File: config.mk
export PLATFORM = sky130hd
export DESIGN_NAME = nuc_frame_ctrl
export DESIGN_NICKNAME = d
export VERILOG_FILES = /design/src/rtl/nuc_frame_ctrl.sv
export SDC_FILE = /design/constraint.sdc
export NUM_CORES = 1
export LEC_CHECK = 0
export CELL_PAD_IN_SITES_DETAIL_PLACEMENT = 1
export CELL_PAD_IN_SITES_GLOBAL_PLACEMENT = 1
export CORE_MARGIN = 2
export CORE_UTILIZATION = 39
export CTS_CLUSTER_DIAMETER = 120
export DETAILED_ROUTE_END_ITERATION = 8
export HOLD_SLACK_MARGIN = 0.05
export PLACE_DENSITY = 0.9
export SLEW_MARGIN = 25
export SYNTH_ARGS = -nofsm -noshare
export SYNTH_HDL_FRONTEND = slang
export SYNTH_SLANG_ARGS = --single-unit
File: constraint.sdc
create_clock -name axis_aclk -period 2.85 [get_ports axis_aclk]
set_input_delay 0.57 -clock axis_aclk [delete_from_list [all_inputs] [get_ports axis_aclk]]
set_output_delay 0.57 -clock axis_aclk [all_outputs]
set_load 0.02 [all_outputs]
File: src/rtl/nuc_frame_ctrl.sv
`default_nettype none
// ============================================================================
//  Module   : nuc_frame_ctrl
//  Purpose  : Frame-level sequencer in front of the NUC stream wrapper.
//             Gates the gain / offset / raw AXI4-Stream handshakes so that
//             NUC processing starts and stops on frame boundaries, latches
//             bypass only between frames, and recovers from coefficient/raw
//             line misalignment by draining every stream to its own end of
//             frame. Only tvalid/tready/tlast pass through; tdata is wired
//             around this block.
//  Ports    : axis_aclk, axis_areset (sync, active-high)
//             enable, bypass_req, err_clr           - control inputs
//             bypass, busy, frame_cnt               - status outputs
//             err_align, err_timeout                - sticky error flags
//             s_axis_{gain,ofst,raw}_{tvalid,tlast,tready}  - upstream side
//             m_axis_{gain,ofst,raw}_{tvalid,tlast,tready}  - NUC side
//  Options  : NUC_FRAME_TIMEOUT_EN - builds a stall watchdog that returns the
//             block to IDLE after TIMEOUT_CYCLES cycles without any beat.
//  Revision : 1.0 - initial release
// ============================================================================
module nuc_frame_ctrl #(
    parameter int LINES_PER_FRAME = 480,
    parameter int LCNT_WIDTH      = 10,
    parameter int FCNT_WIDTH      = 16,
    parameter int TIMEOUT_CYCLES  = 1048576
) (
    input  logic                  axis_aclk,
    input  logic                  axis_areset,
    input  logic                  enable,
    input  logic                  bypass_req,
    output logic                  bypass,
    input  logic                  s_axis_gain_tvalid,
    input  logic                  s_axis_gain_tlast,
    output logic                  s_axis_gain_tready,
    input  logic                  s_axis_ofst_tvalid,
    input  logic                  s_axis_ofst_tlast,
    output logic                  s_axis_ofst_tready,
    input  logic                  s_axis_raw_tvalid,
    input  logic                  s_axis_raw_tlast,
    output logic                  s_axis_raw_tready,
    output logic                  m_axis_gain_tvalid,
    output logic                  m_axis_gain_tlast,
    input  logic                  m_axis_gain_tready,
    output logic                  m_axis_ofst_tvalid,
    output logic                  m_axis_ofst_tlast,
    input  logic                  m_axis_ofst_tready,
    output logic                  m_axis_raw_tvalid,
    output logic                  m_axis_raw_tlast,
    input  logic                  m_axis_raw_tready,
    output logic                  busy,
    output logic [FCNT_WIDTH-1:0] frame_cnt,
    output logic                  err_align,
    output logic                  err_timeout,
    input  logic                  err_clr
);

    localparam logic [1:0] c_st_idle  = 2'd0;
    localparam logic [1:0] c_st_run   = 2'd1;
    localparam logic [1:0] c_st_flush = 2'd2;

    localparam logic [LCNT_WIDTH-1:0] c_last_line = LCNT_WIDTH'(LINES_PER_FRAME - 1);

    logic [1:0]            r_state;
    logic [1:0]            w_state_nxt;
    logic                  r_bypass;
    logic [FCNT_WIDTH-1:0] r_frame_cnt;
    logic                  r_err_align;
    logic [LCNT_WIDTH-1:0] r_lcnt_g, r_lcnt_o, r_lcnt_r;
    logic                  r_done_g, r_done_o, r_done_r;

    logic w_run, w_flush;
    logic w_beat_g, w_beat_o, w_beat_r;
    logic w_eof_g, w_eof_o, w_eof_r;
    logic w_misalign, w_frame_ok, w_load, w_clr_cnt, w_timeout;

    function automatic logic [LCNT_WIDTH-1:0] f_lcnt_nxt(input logic [LCNT_WIDTH-1:0] cnt);
        return (cnt == c_last_line) ? '0 : cnt + LCNT_WIDTH'(1);
    endfunction

    assign w_run  = (r_state == c_st_run);
    assign w_flush = (r_state == c_st_flush);
    assign busy   = (r_state != c_st_idle);

    // Pass-through is purely combinational in RUN; FLUSH swallows beats
    // until each stream has reached its own end of frame.
    always_comb begin
        m_axis_gain_tvalid = w_run & s_axis_gain_tvalid;
        m_axis_ofst_tvalid = w_run & s_axis_ofst_tvalid;
        m_axis_raw_tvalid  = w_run & s_axis_raw_tvalid;
        s_axis_gain_tready = w_run ? m_axis_gain_tready : (w_flush & ~r_done_g);
        s_axis_ofst_tready = w_run ? m_axis_ofst_tready : (w_flush & ~r_done_o);
        s_axis_raw_tready  = w_run ? m_axis_raw_tready  : (w_flush & ~r_done_r);
    end

    assign m_axis_gain_tlast = s_axis_gain_tlast;
    assign m_axis_ofst_tlast = s_axis_ofst_tlast;
    assign m_axis_raw_tlast  = s_axis_raw_tlast;

    assign w_beat_g = s_axis_gain_tvalid & s_axis_gain_tready;
    assign w_beat_o = s_axis_ofst_tvalid & s_axis_ofst_tready;
    assign w_beat_r = s_axis_raw_tvalid  & s_axis_raw_tready;

    assign w_eof_g = w_beat_g & s_axis_gain_tlast & (r_lcnt_g == c_last_line);
    assign w_eof_o = w_beat_o & s_axis_ofst_tlast & (r_lcnt_o == c_last_line);
    assign w_eof_r = w_beat_r & s_axis_raw_tlast  & (r_lcnt_r == c_last_line);

    // Every raw beat must be accompanied by coefficient beats on the same
    // line position; a tlast disagreement means the streams have slipped.
    assign w_misalign = w_run & w_beat_r &
                        ~(w_beat_g & w_beat_o &
                          (s_axis_gain_tlast == s_axis_raw_tlast) &
                          (s_axis_ofst_tlast == s_axis_raw_tlast));

    assign w_frame_ok = w_run & w_eof_r & ~w_misalign;

    // Next-state logic; w_load latches bypass at a frame start, w_clr_cnt
    // zeroes line counters and flush-done flags.
    always_comb begin
        w_state_nxt = r_state;
        w_load      = 1'b0;
        w_clr_cnt   = 1'b0;
        case (r_state)
            c_st_idle: begin
                if (enable) begin
                    w_state_nxt = c_st_run;
                    w_load      = 1'b1;
                    w_clr_cnt   = 1'b1;
                end
            end
            c_st_run: begin
                if (w_misalign) begin
                    w_state_nxt = c_st_flush;
                end else if (w_eof_r) begin
                    if (enable) begin
                        w_load = 1'b1;
                    end else begin
                        w_state_nxt = c_st_idle;
                    end
                end
            end
            c_st_flush: begin
                if (r_done_g & r_done_o & r_done_r) begin
                    w_clr_cnt = 1'b1;
                    if (enable) begin
                        w_state_nxt = c_st_run;
                        w_load      = 1'b1;
                    end else begin
                        w_state_nxt = c_st_idle;
                    end
                end
            end
            default: begin
                w_state_nxt = c_st_idle;
                w_clr_cnt   = 1'b1;
            end
        endcase
        if (w_timeout) begin
            w_state_nxt = c_st_idle;
            w_load      = 1'b0;
            w_clr_cnt   = 1'b1;
        end
    end

    always_ff @(posedge axis_aclk) begin
        if (axis_areset) begin
            r_state <= c_st_idle;
        end else begin
            r_state <= w_state_nxt;
        end
    end

    always_ff @(posedge axis_aclk) begin
        if (axis_areset) begin
            r_bypass    <= 1'b0;
            r_frame_cnt <= '0;
            r_err_align <= 1'b0;
            r_lcnt_g    <= '0;
            r_lcnt_o    <= '0;
            r_lcnt_r    <= '0;
            r_done_g    <= 1'b0;
            r_done_o    <= 1'b0;
            r_done_r    <= 1'b0;
        end else begin
            if (w_load) begin
                r_bypass <= bypass_req;
            end
            if (w_frame_ok) begin
                r_frame_cnt <= r_frame_cnt + FCNT_WIDTH'(1);
            end
            // Set wins over clear when both land in the same cycle.
            if (w_misalign) begin
                r_err_align <= 1'b1;
            end else if (err_clr) begin
                r_err_align <= 1'b0;
            end
            if (w_clr_cnt) begin
                r_lcnt_g <= '0;
                r_lcnt_o <= '0;
                r_lcnt_r <= '0;
                r_done_g <= 1'b0;
                r_done_o <= 1'b0;
                r_done_r <= 1'b0;
            end else begin
                if (w_beat_g & s_axis_gain_tlast) r_lcnt_g <= f_lcnt_nxt(r_lcnt_g);
                if (w_beat_o & s_axis_ofst_tlast) r_lcnt_o <= f_lcnt_nxt(r_lcnt_o);
                if (w_beat_r & s_axis_raw_tlast)  r_lcnt_r <= f_lcnt_nxt(r_lcnt_r);
                if (w_flush & w_eof_g) r_done_g <= 1'b1;
                if (w_flush & w_eof_o) r_done_o <= 1'b1;
                if (w_flush & w_eof_r) r_done_r <= 1'b1;
            end
        end
    end

    assign bypass    = r_bypass;
    assign frame_cnt = r_frame_cnt;
    assign err_align = r_err_align;

`ifdef NUC_FRAME_TIMEOUT_EN
    localparam int c_wd_w = $clog2(TIMEOUT_CYCLES + 1);

    logic [c_wd_w-1:0] r_wdog;
    logic              r_err_timeout;
    logic              w_any_beat;

    assign w_any_beat = w_beat_g | w_beat_o | w_beat_r;
    // Fires on the cycle that would take the idle count to TIMEOUT_CYCLES.
    assign w_timeout  = busy & ~w_any_beat & (r_wdog == c_wd_w'(TIMEOUT_CYCLES - 1));

    always_ff @(posedge axis_aclk) begin
        if (axis_areset) begin
            r_wdog        <= '0;
            r_err_timeout <= 1'b0;
        end else begin
            if (~busy | w_any_beat | (w_state_nxt != r_state)) begin
                r_wdog <= '0;
            end else begin
                r_wdog <= r_wdog + c_wd_w'(1);
            end
            if (w_timeout) begin
                r_err_timeout <= 1'b1;
            end else if (err_clr) begin
                r_err_timeout <= 1'b0;
            end
        end
    end

    assign err_timeout = r_err_timeout;
`else
    assign w_timeout   = 1'b0;
    assign err_timeout = 1'b0;
`endif

endmodule
`default_nettype wire
==> flow_summary.rst <==
.. list-table::
   :header-rows: 1

   * - Metric
     - Value
   * - Outcome
     - finished clean
   * - Synth Area in Adders
     - under 10%
   * - Drt drc
     - 0
   * - Insertion delay of the later-clocked pin in the worst-skew pair
     - between 0.3 and 0.4 ns
   * - Worst Tran Pin Value
     - a little over 0.5 ns
   * - Seq. cell area
     - 1060 um^2
   * - Minimum hold slack
     - ~0.48 ns
   * - Area share of xor/xnor cells in the synthesized design
     - under 10%
   * - Port Buf Inserts
     - a little over 40
   * - Period utilization
     - between 90% and 100%
   * - Pin count of the biggest net entering global routing
     - 27
   * - Number of distinct library cells after synthesis
     - between 40 and 50
   * - Diode count
     - 0
   * - Number of setup violations in the final report
     - 0
   * - Max Transition Viols Final
     - 0
   * - Max Freq
     - 0.376 GHz
   * - Final instance area
     - roughly 3300 um^2
   * - Height of the chip
     - between 80 and 90 um
   * - Total I/O pin count
     - 43
   * - Area of the mapped netlist
     - between 2000 and 3000 um^2
   * - Critical path arrival
     - between 2 and 2.5 ns
   * - Post-synthesis mux area share
     - 1.93%
   * - Router iterations before antenna repair
     - 4
   * - Post-synth EDFFs
     - 0
   * - Area of the multi-input gates
     - ~1500 um^2
   * - First-pass GRT wire length
     - approximately 12000 um
   * - Worst Path Class, Setup
     - flop to primary output
   * - Setup repair after global routing missed its margin
     - no
   * - Placed instance count
     - roughly 440
   * - Synthesized area per cell
     - between 8 and 9 um^2
   * - Reg-to-reg critical path endpoint
     - frame_cnt[12]$_SDFFE_PP0P_
   * - Rows
     - 30
   * - Initial core utilization
     - 39.7%
   * - Vias per Instance
     - 5.69
   * - Largest fanout on the critical path
     - 12
   * - Worst VDD drop
     - 0.198 mV
   * - Number of nets with antenna violations after detailed routing
     - 0
   * - Post-synthesis compound-gate area fraction
     - a little over an eighth
   * - RePlAce Congestion
     - between 0.7 and 0.8
   * - Cell count after synthesis
     - around 320
   * - Leak Pwr
     - about 1.1 nW
   * - Critical Path RT
     - roughly 2.3 ns
   * - Hold buffers post-CTS
     - 0
   * - Cell Count, Final, Fillers Out
     - about 450
   * - Mapped Nets
     - 340
   * - CTS clk-pin slew, worst paths
     - around 0.09 ns
   * - Worst r2r path cells
     - 7
   * - Cells on Worst Hold Path
     - 2
   * - Detail-routed net length per standard cell
     - between 15 and 20 um
   * - Area post-placement
     - between 3000 and 4000 um^2
   * - Utilization after layout
     - about half
   * - Primary FF master, synth
     - sky130_fd_sc_hd__dfxtp_1
   * - Reg-to-reg critical path startpoint
     - r_state[1]$_SDFFE_PP0P_
   * - Fin Clk Skew
     - 0.0116 ns
   * - Shortest period the worst path allows
     - between 2 and 3 ns
   * - Number of global-route vias before repair
     - 2659
   * - Crit-path leading delay family
     - buffers and inverters
   * - Overall track demand over capacity in global routing
     - 20.4%
   * - Number of buffers created by CTS
     - 5
   * - Worst-case hold path end point
     - r_lcnt_g[1]$_SDFFE_PP0P_
   * - Critical-path cell list
     - buf_4, nor3b_1, or2_2, clkdlybuf4s50_1
   * - Worst Min Path Start
     - r_lcnt_g[1]$_SDFFE_PP0P_
   * - Setup crit start kind
     - flop
   * - Headroom to the max-slew limit
     - between 60% and 70%
   * - Maximum level of the CTS H-tree
     - 2
   * - Hold WC Path Type
     - flop to flop
   * - Max stage delay on crit path
     - ~0.59 ns
   * - Number of antenna violations at the first check in global routing
     - 0
   * - Number of inserted filler cells in the final layout
     - 824
   * - Largest area contributor in the synthesized netlist
     - sky130_fd_sc_hd__dfxtp_1
   * - Slowest cell on crit path
     - sky130_fd_sc_hd__clkdlybuf4s50_1
   * - R2R setup slack
     - roughly 0.37 ns
   * - Fin nets
     - 386
   * - Crit end category
     - primary output
   * - Basic-gate share of the synthesized area counting and, or, nand and nor cells
     - 29.6%
   * - Maximum clock path buffer count
     - 2
   * - Register area share after synthesis
     - 40.0%
   * - Post-CTS repair timing setup buffer count
     - 0
   * - Total congestion overflow after global routing
     - 0
   * - Clock tree from TritonCTS
     - yes
   * - Sum of routed wire length over all layers
     - 7300 um
   * - Largest family of logic cells by synthesized area
     - simple AND/OR/NAND/NOR gates
   * - Final hold viol count
     - 0
   * - Die extent in x
     - 86.5 um
   * - Fraction of layout instances using a drive strength above 1
     - around 6.3%
   * - Post-synthesis register bit count
     - 53
   * - Floorplan die area
     - roughly 7500 um^2
   * - Clock tree sinks
     - 53
   * - Max-cap violations
     - 0
   * - Half-perimeter wire length after placement
     - ~5500 um
   * - CTS root buffer
     - sky130_fd_sc_hd__clkbuf_8
   * - Pwr per Cell Area
     - approximately 400 nW/um^2
   * - Fraction of post-synthesis cell area in the top cell type by area
     - 40.0%
   * - Floorplan core area
     - 6680 um^2
   * - Iteration-0 DRC count of the detailed router
     - 133
   * - Proportion of synthesized flip-flops having asynchronous set or reset
     - 0%
   * - Vias
     - roughly 2500
   * - Yosys Warn Count
     - 0
   * - Number of buffers and inverters on the critical path
     - 2
   * - Synthesis-to-finish area growth
     - 23.1%
   * - Top area cells in the synthesized netlist
     - sky130_fd_sc_hd__dfxtp_1 (40%), sky130_fd_sc_hd__nor2_1 (5.8%), sky130_fd_sc_hd__nand2_1 (4.8%), sky130_fd_sc_hd__xnor2_1 (4.6%), sky130_fd_sc_hd__a21oi_1 (4.5%)
## state kept, by name (all words and copies together) (netlist names), 2 cells and up
name and cells:
r_lcnt_o 10, r_lcnt_g 10, r_state 2, r_lcnt_r 10, frame_cnt 16
## area by class of cell
cell class,instances,area share (%)
timing repair buffer,53,15.3
tap,80,3.06
multi-input combinational,244,45.4
sequential,53,32.5
clock inverter,1,0.268
inverter,11,1.26
clock buffer,6,2.22
## cell usage after synthesis (3+ instances only)
| cell type | number |
|---|---|
| sky130_fd_sc_hd__dfxtp_1 | 53 |
| sky130_fd_sc_hd__nor2_1 | 41 |
| sky130_fd_sc_hd__nand2_1 | 34 |
| sky130_fd_sc_hd__a21oi_1 | 24 |
| sky130_fd_sc_hd__nand3_1 | 15 |
| sky130_fd_sc_hd__xnor2_1 | 14 |
| sky130_fd_sc_hd__xor2_1 | 13 |
| sky130_fd_sc_hd__o31ai_1 | 12 |
| sky130_fd_sc_hd__or4_1 | 12 |
| sky130_fd_sc_hd__inv_1 | 11 |
| sky130_fd_sc_hd__and3_1 | 8 |
| sky130_fd_sc_hd__clkbuf_1 | 8 |
| sky130_fd_sc_hd__nor3_1 | 7 |
| sky130_fd_sc_hd__nand4_1 | 6 |
| sky130_fd_sc_hd__or3_1 | 6 |
| sky130_fd_sc_hd__buf_4 | 4 |
| sky130_fd_sc_hd__ha_1 | 4 |
| sky130_fd_sc_hd__mux2i_1 | 4 |
| sky130_fd_sc_hd__o21ai_0 | 4 |
| sky130_fd_sc_hd__a21o_1 | 3 |
| sky130_fd_sc_hd__nand2b_1 | 3 |
| sky130_fd_sc_hd__o21a_1 | 3 |
## layout by cell type, fill, tap and decap left out, types with 4 or more instances in the layout
cell type                         instances
sky130_fd_sc_hd__nor3_1                   7
sky130_fd_sc_hd__and3_1                   8
sky130_fd_sc_hd__nand4_1                  6
sky130_fd_sc_hd__a21oi_1                 24
sky130_fd_sc_hd__clkbuf_8                 5
sky130_fd_sc_hd__nor2_1                  41
sky130_fd_sc_hd__mux2i_1                  4
sky130_fd_sc_hd__ha_1                     4
sky130_fd_sc_hd__or3_1                    6
sky130_fd_sc_hd__inv_1                   11
sky130_fd_sc_hd__o21ai_0                  4
sky130_fd_sc_hd__xor2_1                  13
sky130_fd_sc_hd__buf_4                   12
sky130_fd_sc_hd__xnor2_1                 14
sky130_fd_sc_hd__or4_1                   12
sky130_fd_sc_hd__dfxtp_1                 52
sky130_fd_sc_hd__o31ai_1                 12
sky130_fd_sc_hd__nand2_1                 34
sky130_fd_sc_hd__clkdlybuf4s50_1         41
sky130_fd_sc_hd__nand3_1                 15
## power breakdown
| group | total, mW | internal (mW) | switching, mW |
|---|---|---|---|
| clock | 0.423 | 0.171 | 0.252 |
| combinational | 0.121 | 0.0545 | 0.0669 |
| sequential | 0.748 | 0.743 | 0.00476 |
## logic make-up (layout without fill, tap and decap cells)
kind of cell    after synthesis  after routing
simple gates                152            152
compound gates               55             55
buf+inv                      25             71
mux                           5              5
flops                        53             53
other cells                   1              1
xor+xnor                     27             27
fa+ha+maj                     4              4
## worst max path at each step
stage	startpoint	to	cells past startpoint
2_1_floorplan	s_axis_raw_tlast	frame_cnt[14]$_SDFFE_PP0P_	6
3_3_place_gp	s_axis_gain_tlast	frame_cnt[14]$_SDFFE_PP0P_	7
3_5_place_dp	s_axis_gain_tlast	frame_cnt[12]$_SDFFE_PP0P_	7
4_1_cts	r_state[0]$_SDFFE_PP0P_	m_axis_ofst_tvalid	4
5_1_grt	r_state[1]$_SDFFE_PP0P_	s_axis_gain_tready	4
6_report	r_state[1]$_SDFFE_PP0P_	s_axis_gain_tready	4
## repair_timing
item                                    in CTS  in global routing
gates resized for setup                      0                  1
hold endpoints to repair                     0                  0
endpoints found under the setup margin       0                  1
## tightest hold or removal path: stages (launching register included)
cell and delay [ns]:
sky130_fd_sc_hd__dfxtp_1 0.33, sky130_fd_sc_hd__nand2_1 0.06, sky130_fd_sc_hd__a21oi_1 0.05
## layer usage
layer	vias to the layer above	routed length, um	GRT usage (%)	share of wire (%)
li1	1222	-	-	-
met1	1258	3180	24.4	43
met2	50	3840	37.3	53
met3	17	196	4.29	2.7
met4	0	91	4.40	1.2
met5	-	0	0	0
## metrics by stage
step / setup TNS (ns) / power [mW] / worst slack (ns)
floorplan: 0 / 0.824 / 0.567
global placement: -0.00496 / 0.883 / -0.00496
detailed placement: -0.316 / 0.886 / -0.0785
CTS: 0 / 1.30 / 0.166
global route: 0 / 1.35 / 0.0549
finish: 0 / 1.29 / 0.192
No activity file was read; power rests on OpenSTA's default activity.
